[config.mk]
export PLATFORM = sky130hd
export DESIGN_NAME = uart_tx_arbiter
export DESIGN_NICKNAME = d
export VERILOG_FILES = /design/src/rtl/uart_pkg.sv /design/src/rtl/rr_pick.sv /design/src/rtl/uart_tx_arbiter.sv
export SDC_FILE = /design/constraint.sdc
export NUM_CORES = 1
export LEC_CHECK = 0
export BUFFER_PORTS_ARGS = -buffer_cell sky130_fd_sc_hd__buf_2
export CAP_MARGIN = 20
export CORE_ASPECT_RATIO = 0.6
export CORE_MARGIN = 2
export CORE_UTILIZATION = 56
export CTS_CLUSTER_DIAMETER = 60
export DETAILED_ROUTE_END_ITERATION = 12
export MAX_ROUTING_LAYER = met4
export PLACE_DENSITY = 0.83
export SLEW_MARGIN = 20
export SYNTH_ARGS = -nofsm -noshare
export SYNTH_HDL_FRONTEND = slang
export SYNTH_SLANG_ARGS = --single-unit
[constraint.sdc]
create_clock -name clk_i -period 4.35 [get_ports clk_i]
set_input_delay 0.87 -clock clk_i [delete_from_list [all_inputs] [get_ports clk_i]]
set_output_delay 0.87 -clock clk_i [all_outputs]
set_load 0.02 [all_outputs]
[src/rtl/uart_pkg.sv]
// Shared definitions for the UART transmit arbiter: state encoding, byte width, tag helpers.
package uart_pkg;

  localparam int unsigned ByteW = 8;

  localparam logic [3:0] TAG_HI_DEF = 4'hA;

  localparam logic [2:0] S_IDLE      = 3'd0;
  localparam logic [2:0] S_LAUNCH    = 3'd1;
  localparam logic [2:0] S_WAIT_BUSY = 3'd2;
  localparam logic [2:0] S_WAIT_DONE = 3'd3;
  localparam logic [2:0] S_GAP       = 3'd4;

  // Tag byte: fixed upper nibble, requester id in the lower nibble.
  function automatic logic [ByteW-1:0] make_tag(input logic [3:0] hi, input logic [3:0] id);
    return {hi, id};
  endfunction

endpackage

[src/rtl/rr_pick.sv]
// Combinational round-robin select: first set request at or after ptr_i, wrapping at N.
module rr_pick #(
  parameter int unsigned N    = 4,
  parameter int unsigned IdxW = 2
) (
  input  logic [N-1:0]    req_i,
  input  logic [IdxW-1:0] ptr_i,
  output logic [N-1:0]    onehot_o,
  output logic [IdxW-1:0] idx_o,
  output logic            any_o
);

  logic [IdxW-1:0] cand;

  always_comb begin
    onehot_o = '0;
    idx_o    = '0;
    any_o    = 1'b0;
    cand     = '0;
    for (int unsigned k = 0; k < N; k++) begin
      cand = IdxW'((32'(ptr_i) + k) % N);
      if (!any_o && req_i[cand]) begin
        any_o          = 1'b1;
        idx_o          = cand;
        onehot_o[cand] = 1'b1;
      end
    end
  end

endmodule

[src/rtl/uart_tx_arbiter.sv]
// Shares one 8N1 transmitter among NUM_REQ byte requesters with round-robin grant,
// optional requester tag byte, inter-frame gap and a launch timeout.
module uart_tx_arbiter
  import uart_pkg::*;
#(
  parameter int unsigned NUM_REQ   = 4,
  parameter bit          ID_PREFIX = 1'b0,
  parameter logic [3:0]  TAG_HI    = TAG_HI_DEF,
  parameter int unsigned GAP_CLKS  = 0,
  parameter int unsigned BUSY_TO   = 8,
  localparam int unsigned IdxW     = $clog2(NUM_REQ)
) (
  input  logic                     clk_i,
  input  logic                     rst_i,
  input  logic [NUM_REQ-1:0]       req_valid_i,
  input  logic [ByteW*NUM_REQ-1:0] req_data_i,
  output logic [NUM_REQ-1:0]       req_ready_o,
  output logic                     tx_valid_o,
  output logic [ByteW-1:0]         tx_din_o,
  input  logic                     tx_busy_i,
  input  logic                     tx_done_i,
  output logic [IdxW-1:0]          grant_id_o,
  output logic                     arb_busy_o,
  output logic                     launch_err_o
);

  logic [2:0]       state_q, state_d;
  logic [IdxW-1:0]  rr_ptr_q, rr_ptr_d;
  logic [IdxW-1:0]  grant_q, grant_d;
  logic [ByteW-1:0] payload_q, payload_d;
  logic [ByteW-1:0] din_q, din_d;
  logic             tag_phase_q, tag_phase_d;
  logic [7:0]       gap_cnt_q, gap_cnt_d;
  logic [15:0]      to_cnt_q, to_cnt_d;

  logic [NUM_REQ-1:0] pick_onehot;
  logic [IdxW-1:0]    pick_idx;
  logic               pick_any;
  logic [ByteW-1:0]   pick_byte;
  logic [IdxW-1:0]    next_ptr;
  logic               to_hit;
  logic               accept;

  rr_pick #(
    .N    (NUM_REQ),
    .IdxW (IdxW)
  ) u_rr_pick (
    .req_i    (req_valid_i),
    .ptr_i    (rr_ptr_q),
    .onehot_o (pick_onehot),
    .idx_o    (pick_idx),
    .any_o    (pick_any)
  );

  always_comb begin
    pick_byte = '0;
    for (int i = 0; i < NUM_REQ; i++) begin
      if (pick_idx == IdxW'(i)) begin
        pick_byte = req_data_i[ByteW*i +: ByteW];
      end
    end
  end

  assign next_ptr = IdxW'((32'(grant_q) + 32'd1) % NUM_REQ);
  assign to_hit   = (to_cnt_q == 16'(BUSY_TO - 1));

  always_comb begin
    state_d      = state_q;
    rr_ptr_d     = rr_ptr_q;
    grant_d      = grant_q;
    payload_d    = payload_q;
    din_d        = din_q;
    tag_phase_d  = tag_phase_q;
    gap_cnt_d    = gap_cnt_q;
    to_cnt_d     = to_cnt_q;
    accept       = 1'b0;
    launch_err_o = 1'b0;
    unique case (state_q)
      S_IDLE: begin
        // A still-busy transmitter (e.g. after our reset) stalls arbitration.
        if (pick_any && !tx_busy_i && !rst_i) begin
          accept      = 1'b1;
          grant_d     = pick_idx;
          payload_d   = pick_byte;
          din_d       = ID_PREFIX ? make_tag(TAG_HI, 4'(pick_idx)) : pick_byte;
          tag_phase_d = ID_PREFIX;
          state_d     = S_LAUNCH;
        end
      end
      S_LAUNCH: begin
        to_cnt_d = '0;
        state_d  = S_WAIT_BUSY;
      end
      S_WAIT_BUSY: begin
        if (tx_busy_i) begin
          state_d = S_WAIT_DONE;
        end else if (to_hit) begin
          launch_err_o = 1'b1;
          tag_phase_d  = 1'b0;
          rr_ptr_d     = next_ptr;
          state_d      = S_IDLE;
        end else begin
          to_cnt_d = to_cnt_q + 16'd1;
        end
      end
      S_WAIT_DONE: begin
        if (tx_done_i) begin
          if (tag_phase_q) begin
            tag_phase_d = 1'b0;
            din_d       = payload_q;
            state_d     = S_LAUNCH;
          end else begin
            rr_ptr_d  = next_ptr;
            gap_cnt_d = '0;
            state_d   = (GAP_CLKS > 0) ? S_GAP : S_IDLE;
          end
        end
      end
      S_GAP: begin
        if (gap_cnt_q == 8'(GAP_CLKS - 1)) begin
          state_d = S_IDLE;
        end else begin
          gap_cnt_d = gap_cnt_q + 8'd1;
        end
      end
      default: state_d = S_IDLE;
    endcase
  end

  always_ff @(posedge clk_i) begin
    if (rst_i) begin
      state_q     <= S_IDLE;
      rr_ptr_q    <= '0;
      grant_q     <= '0;
      payload_q   <= '0;
      din_q       <= '0;
      tag_phase_q <= 1'b0;
      gap_cnt_q   <= '0;
      to_cnt_q    <= '0;
    end else begin
      state_q     <= state_d;
      rr_ptr_q    <= rr_ptr_d;
      grant_q     <= grant_d;
      payload_q   <= payload_d;
      din_q       <= din_d;
      tag_phase_q <= tag_phase_d;
      gap_cnt_q   <= gap_cnt_d;
      to_cnt_q    <= to_cnt_d;
    end
  end

  assign req_ready_o = accept ? pick_onehot : '0;
  assign tx_valid_o  = (state_q == S_LAUNCH);
  assign tx_din_o    = din_q;
  assign grant_id_o  = grant_q;
  assign arb_busy_o  = (state_q != S_IDLE);

endmodule

* Word level (Yosys, flattened, before mapping)
Cells that the tools add are included.
** Storage, ports and cells
- Register bits :: 48
- Word-level logic and storage cells :: 139
- Output and inout port bits :: 17
- Bits of input ports :: 40
** Operators by class
- Eq/ne operators :: 19
- Add/sub/neg operators :: 6
- Mux-type cells :: 66
- Reductions and logical operators :: 29
- Order comparisons :: 8
- Bitwise gates (word level) :: 3
** Operators by type and width (number)
- 8-bit 2-to-1 mux :: 10
- 16-bit 2-to-1 mux :: 2
- 16-bit case mux with 2 select lines :: 1
- 8-bit case mux with 2 select lines :: 2
- 1-bit 2-to-1 mux :: 22
- 4-bit 2-to-1 mux :: 5
- 2-bit inequality test (second input constant) :: 9
- 16-bit by 1-bit adder with 16-bit output (second input constant) :: 1
- 16-bit by 3-bit equality test with 1-bit output (second input constant) :: 1
- 2-bit 2-to-1 mux :: 8
- 3-bit 2-to-1 mux :: 5
- 3-bit case mux with 5 select lines :: 1
- 2-bit by 3-bit less-than comparator with 1-bit output (second input constant) :: 4
- 4-bit OR :: 3
- 4-bit AND reduction :: 3
- 5-bit AND reduction :: 2
- 1-bit logical AND :: 9
- 8-bit by 1-bit adder with 8-bit output (second input constant) :: 1
- 1-bit binary-select mux with 2-bit select :: 4
- 1-bit demux with 2-bit select :: 4
- 8-bit equality test (second input constant) :: 1
- 2-bit by 1-bit >= comparator with 1-bit output (second input constant) :: 4
- 2-bit nonzero test :: 4
- 3-bit by 2-bit equality test with 1-bit output (second input constant) :: 2
- other kinds (15) :: 23

* Logic depth before layout (Yosys ltp)
- Word-level depth :: 19
- Depth in mapped cells :: 10
- Gate-level depth less buffers :: 8

* Modules after synthesis
A second synthesis with hierarchy kept.
** Second synthesis, totals
- Cells, all modules :: 237
- Area total of the unflattened synthesis :: 2092.0 µm²
** By module, submodules not included
- uart_tx_arbiter :: area an instance 1670.4 µm², seq. area each 600.6 µm², instances 1, cells each 192
- rr_pick :: area an instance 421.7 µm², seq. area each 0.0 µm², instances 1, cells each 45

* Least setup slack after synthesis
Ideal clock, no wire load.
- Kind :: input to output
- From :: input port req_valid_i[3]
- To :: output port req_ready_o[0]
- Data arrival time :: 2.430 ns
- Buffers on the path :: 2
- Setup slack :: 1.050 ns
- Required time :: 3.480 ns
- Cell stages on the path :: 6
- Cell sequence :: clkbuf_2 -> mux4_2 -> buf_6 -> nor3_1 -> a221oi_1 -> nor2_1
** Between the ends
- Cells in the longest elaborated chain, start to end :: 17
- Elaborated cells on any way between the ends :: 30
- Those cells by class :: 19 x mux; 3 x bitwise; 8 x reduce/logical
** Ends and longest elaborated chain
- start, declared :: line uart_tx_arbiter.sv:15 : input logic [NUM_REQ-1:0] req_valid_i,
- 1-bit binary-select mux with 2-bit select :: line rr_pick.sv:22 : if (!any_o && req_i[cand]) begin
- 1-bit 2-to-1 mux (implied by the code) :: line rr_pick.sv:22
- 1-bit 2-to-1 mux :: line rr_pick.sv:22
- 1-bit zero test :: line rr_pick.sv:22
- 1-bit logical AND :: line rr_pick.sv:22
- 1-bit 2-to-1 mux :: line rr_pick.sv:22
- 1-bit zero test :: line rr_pick.sv:22
- 1-bit logical AND :: line rr_pick.sv:22
- 1-bit 2-to-1 mux :: line rr_pick.sv:22
- 1-bit zero test :: line rr_pick.sv:22
- 1-bit logical AND :: line rr_pick.sv:22
- 1-bit 2-to-1 mux :: line rr_pick.sv:22
- 1-bit logical AND (2 in a row) :: line uart_tx_arbiter.sv:81 : if (pick_any && !tx_busy_i && !rst_i) begin
- 1-bit 2-to-1 mux :: line uart_tx_arbiter.sv:81
- 1-bit 2-to-1 mux :: line uart_tx_arbiter.sv:78 : unique case (state_q)
- 4-bit 2-to-1 mux * :: line uart_tx_arbiter.sv:152 : assign req_ready_o = accept ? pick_onehot : '0;
- end, declared :: line uart_tx_arbiter.sv:17 : output logic [NUM_REQ-1:0] req_ready_o,
Every way passes the cells marked *; elsewhere a longest branch is shown, timed or not. The select of a mux whose other input is x is not followed.

* Worst setup path in the final report
- From :: register rr_ptr_q[1]
- To :: output port req_ready_o[1]
** Between the ends
- Cells in the longest elaborated chain, start to end :: 17
- Elaborated cells on any way between the ends :: 53
- Those cells by class :: 3 x add/sub; 8 x order compare; 27 x mux; 3 x bitwise; 12 x reduce/logical
** Ends and longest elaborated chain
- start, declared :: line uart_tx_arbiter.sv:28 : logic [IdxW-1:0] rr_ptr_q, rr_ptr_d;
- start signal, assigned :: line uart_tx_arbiter.sv:142 : rr_ptr_q <= rr_ptr_d;
- parallel branches: the longest is 16 deep, another holds 2-bit by 3-bit less-than comparator with 1-bit output
- 4-bit 2-to-1 mux * :: line uart_tx_arbiter.sv:152
Mark *: on every way between the ends. The select of a mux whose other input is x is not followed.

==> impl_summary.log <==
[metrics] result of the run: completed
[metrics] logic gate share of total power: 0.230
[metrics] CTS tree: built
[metrics] fraction of registers with async set or reset after synthesis: 0
[metrics] Netlist Area Pre-Place: 2146 um^2
[metrics] number of warning messages in the yosys log: 0
[metrics] LEAKAGE: 1.010 nW
[metrics] Net count, final: 336
[metrics] crit-path leading delay family: simple AND/OR/NAND/NOR gates
[metrics] portion of total power attributed to the clock network: 0.338
[metrics] critical path arrival: 2950 ps
[metrics] overall global routing resource usage: 0.2374
[metrics] area overhead of the layout relative to synthesis: 14.87%
[metrics] share of the yosys chip area belonging to registers: 0.2799
[metrics] CTS Root Buffer Type: sky130_fd_sc_hd__clkbuf_8
[metrics] CP startpoint: rr_ptr_q[1]$_SDFFE_PP0P_
[metrics] H-tree depth: 2
[metrics] sequential share of power: 0.432
[metrics] part of the cycle the worst path needs: 0.8775
[metrics] Slowest cell on crit path: sky130_fd_sc_hd__dfxtp_1
[metrics] Switching Share: 0.3044
[metrics] Total Die Area: 4359 um^2
[metrics] number of buffers created by CTS: 5
[metrics] number of vias in the routed layout: 1,931
[metrics] Final Hold Viols: 0
[metrics] Critical path buffers and inverters: 2
[metrics] max cap viols: 0
[metrics] Final Critical Period: 3817 ps
[metrics] pin count of the biggest net entering global routing: 18
[metrics] slew at the pin closest to its max-slew limit: 657.2 ps
[metrics] most repeated cell in the gate-level netlist after synthesis: sky130_fd_sc_hd__dfxtp_1
[metrics] class of the most critical setup path: register to primary output
[metrics] min-delay worst type: register to register
[metrics] syn_nets: 286
[metrics] top-area cell type share of the netlist area: 0.2799
[metrics] ranking of synthesized cells by instance count: 30 x sky130_fd_sc_hd__dfxtp_1, 26 x sky130_fd_sc_hd__nand2_1, 26 x sky130_fd_sc_hd__nor2_1
[metrics] Avg Inst Size Synth: 9.054 um^2
[metrics] global route overflow: 0
[metrics] aggregate negative setup slack: 0 ps
[metrics] global-route wire length before repair: 8066 um
[metrics] aggregate routed wire length: 4781 um
[metrics] Critical Path Sink Type: primary output
[metrics] fill cell instance count of the final layout: 284
[metrics] Port Buf Inserts: 56
[metrics] largest stage delay on the critical path: 580 ps
[metrics] cells after synthesis: 237
[metrics] worst ir drop on vdd: 185.7 uV
[metrics] number of diodes: 0
[metrics] initial core utilization: 0.5831
[metrics] number of distinct library cell variants in the gate-level netlist after synthesis: 62
[metrics] Floorplan Core Area: 3680 um^2
[metrics] number of antenna violations at the first check in global routing: 0
[metrics] CTS resizes: 0
[metrics] net switching component of the power: 0.2112 mW
[metrics] number of setup violations in the final report: 0
[metrics] estimated wirelength of the detail-placed design: 3638 um
[metrics] fin. max-slew vios: 0
[metrics] power per unit of standard cell area: 281.6 nW/um^2
[metrics] number of top-level design ports: 57
[metrics] number of synthesized register bits: 30
[metrics] gp weighted congestion: 0.8789
[metrics] Die Span Y: 51.95 um
[metrics] number of synthesized flops with an enable pin: 0
[metrics] largest cells by area after synthesis: sky130_fd_sc_hd__dfxtp_1 28%, sky130_fd_sc_hd__mux2i_1 7.9%, sky130_fd_sc_hd__ha_1 5.2%
[metrics] clock-pin slew reported for the worst setup and hold paths after clock tree synthesis: 70 ps
[metrics] latest clock arrival within the worst-skew pair: 280 ps
[metrics] critical path capture point: req_ready_o[1]
[metrics] logic depth of the worst path, buffers included: 7
[metrics] RSZ-0062 raised after global routing: false
[metrics] First DRT Iteration DRCs: 135
[metrics] post-synthesis cell type with the largest combined area: sky130_fd_sc_hd__dfxtp_1
[metrics] CTS max path bufs: 2
[metrics] setup slack of the worst register-to-register path: 1410 ps
[metrics] remaining number of nets flagged by the antenna check after routing: 0
[metrics] final clock skew: 7.125 ps
[metrics] final core utilization: 0.6698
[metrics] Horiz. Die Dim: 83.92 um
[metrics] largest driver fanout on the critical path: 12
[metrics] logic depth of the worst register-to-register path: 8
[metrics] worst relative slew slack: 0.5618
[metrics] list of cells traversed by the critical path: inv_1 > ha_1 > mux4_2 > nor4_2 > or4_1 > nor2_1 > buf_2
[metrics] required time reported for the critical path endpoint: 3480 ps
[metrics] post-CTS setup repair buffer count: 0
[metrics] Post-Place Cell Area: 2370 um^2
[metrics] upper clock frequency limit: 262.0 MHz
[metrics] CP Launch Type: register
[metrics] clock sink count: 30
[metrics] Power, Total: 0.6940 mW
[metrics] Site Rows: 17
[metrics] internal portion of total power: 0.4828 mW
[metrics] leading register cell type out of synthesis: sky130_fd_sc_hd__dfxtp_1
[metrics] drt wl/cell: 14.27 um
[metrics] worst flop-to-flop path endpoint: tx_din_o[6]$_SDFFE_PP0P_
[metrics] post-route DRC violation count: 0
[metrics] number of global-route vias before repair: 1,757
[metrics] first-pass iteration count of the detailed router: 4
[metrics] post-route cell area: 2465 um^2
[metrics] Post-CTS Hold Buffers: 0
[metrics] worst reg2reg startpoint: rr_ptr_q[1]$_SDFFE_PP0P_
[metrics] vias per cell: 5.764
[metrics] layout cells sized above 1: 0.2986
[logic make-up after synthesis]
group,count (synthesis),synth area share
compound gates,48,0.1831
xor+xnor,8,0.03265
fa+ha+maj,9,0.05248
buf+inv,19,0.06588
flops,30,0.2799
mux,25,0.1423
simple gates,98,0.2437
[placed cells by master (no fill, tap or decap), types with 5 or more instances in the layout]
master	count
sky130_fd_sc_hd__a21oi_1	11
sky130_fd_sc_hd__mux2i_1	17
sky130_fd_sc_hd__dfxtp_1	30
sky130_fd_sc_hd__xnor2_1	5
sky130_fd_sc_hd__clkbuf_8	6
sky130_fd_sc_hd__inv_1	5
sky130_fd_sc_hd__nor2_1	26
sky130_fd_sc_hd__ha_1	9
sky130_fd_sc_hd__nor3_1	5
sky130_fd_sc_hd__o221ai_1	7
sky130_fd_sc_hd__nand2_1	26
sky130_fd_sc_hd__buf_2	56
sky130_fd_sc_hd__nand3_1	5
[flip-flops by register name, summed over array words and instances, names as in the netlist]
signal,cells
tx_din_o,8
grant_id_o,2
to_cnt_q,16
rr_ptr_q,2
state_q,2
[through the flow]
stage               setup WS [ps]  std cells  hold WS, ps
finish                      532.8        335        476.2
global route                322.9        335        494.5
CTS                         528.4        335        474.4
detailed placement          846.4        327        452.9
global placement            925.3        327        445.9
floorplan                    1050        237        460.3
[final cells by class]
cell class              count  area (um^2)  area share
well taps                  47        58.81     0.02386
clock buffers               6        82.58     0.03350
inverters                   5        18.77    0.007614
repair buffers             57        287.8      0.1168
multi-input cells         188         1404      0.5695
clock inverters             2        12.51    0.005076
flip-flops and latches     30        600.6      0.2437
[metal layers]
| layer | GRT usage | routed length, um | vias up | part of all wire |
|---|---|---|---|---|
| li1 | - | - | 983 | - |
| met1 | 0.3288 | 2441 | 880 | 0.51 |
| met2 | 0.3613 | 2014 | 68 | 0.42 |
| met3 | 0.05714 | 325 | 0 | 0.068 |
| met4 | 0.04032 | 0 | 0 | 0 |
| met5 | - | 0 | - | 0 |
[worst min path at each step]
stage | cells past startpoint | start | endpoint | slack [ps]
4_1_cts | 2 | tx_din_o[3]$_SDFFE_PP0P_ | tx_din_o[3]$_SDFFE_PP0P_ | 470
3_5_place_dp | 2 | tx_din_o[4]$_SDFFE_PP0P_ | tx_din_o[4]$_SDFFE_PP0P_ | 450
2_1_floorplan | 2 | to_cnt_q[1]$_SDFFE_PP0P_ | to_cnt_q[1]$_SDFFE_PP0P_ | 460
5_1_grt | 1 | tx_din_o[7]$_SDFFE_PP0P_ | tx_din_o[7]$_SDFFE_PP0P_ | 490
3_3_place_gp | 2 | tx_din_o[0]$_SDFFE_PP0P_ | tx_din_o[0]$_SDFFE_PP0P_ | 450
6_report | 2 | tx_din_o[6]$_SDFFE_PP0P_ | tx_din_o[6]$_SDFFE_PP0P_ | 480
[tightest hold or removal path, cell delays in order, from the launching register on]
cell,delay [ps]
sky130_fd_sc_hd__dfxtp_1,330
sky130_fd_sc_hd__nand2_1,60
sky130_fd_sc_hd__o221ai_1,60
[power groups by stage]
stage | Combinational (mW) | Sequential, mW | Clock (mW)
4_1_cts | 0.160 | 0.299 | 0.239
6_report | 0.160 | 0.300 | 0.235
5_1_grt | 0.173 | 0.301 | 0.254
3_5_place_dp | 0.159 | 0.305 | 0
2_1_floorplan | 0.111 | 0.314 | 0
3_3_place_gp | 0.156 | 0.305 | 0
No activity file was read; power rests on OpenSTA's default activity.
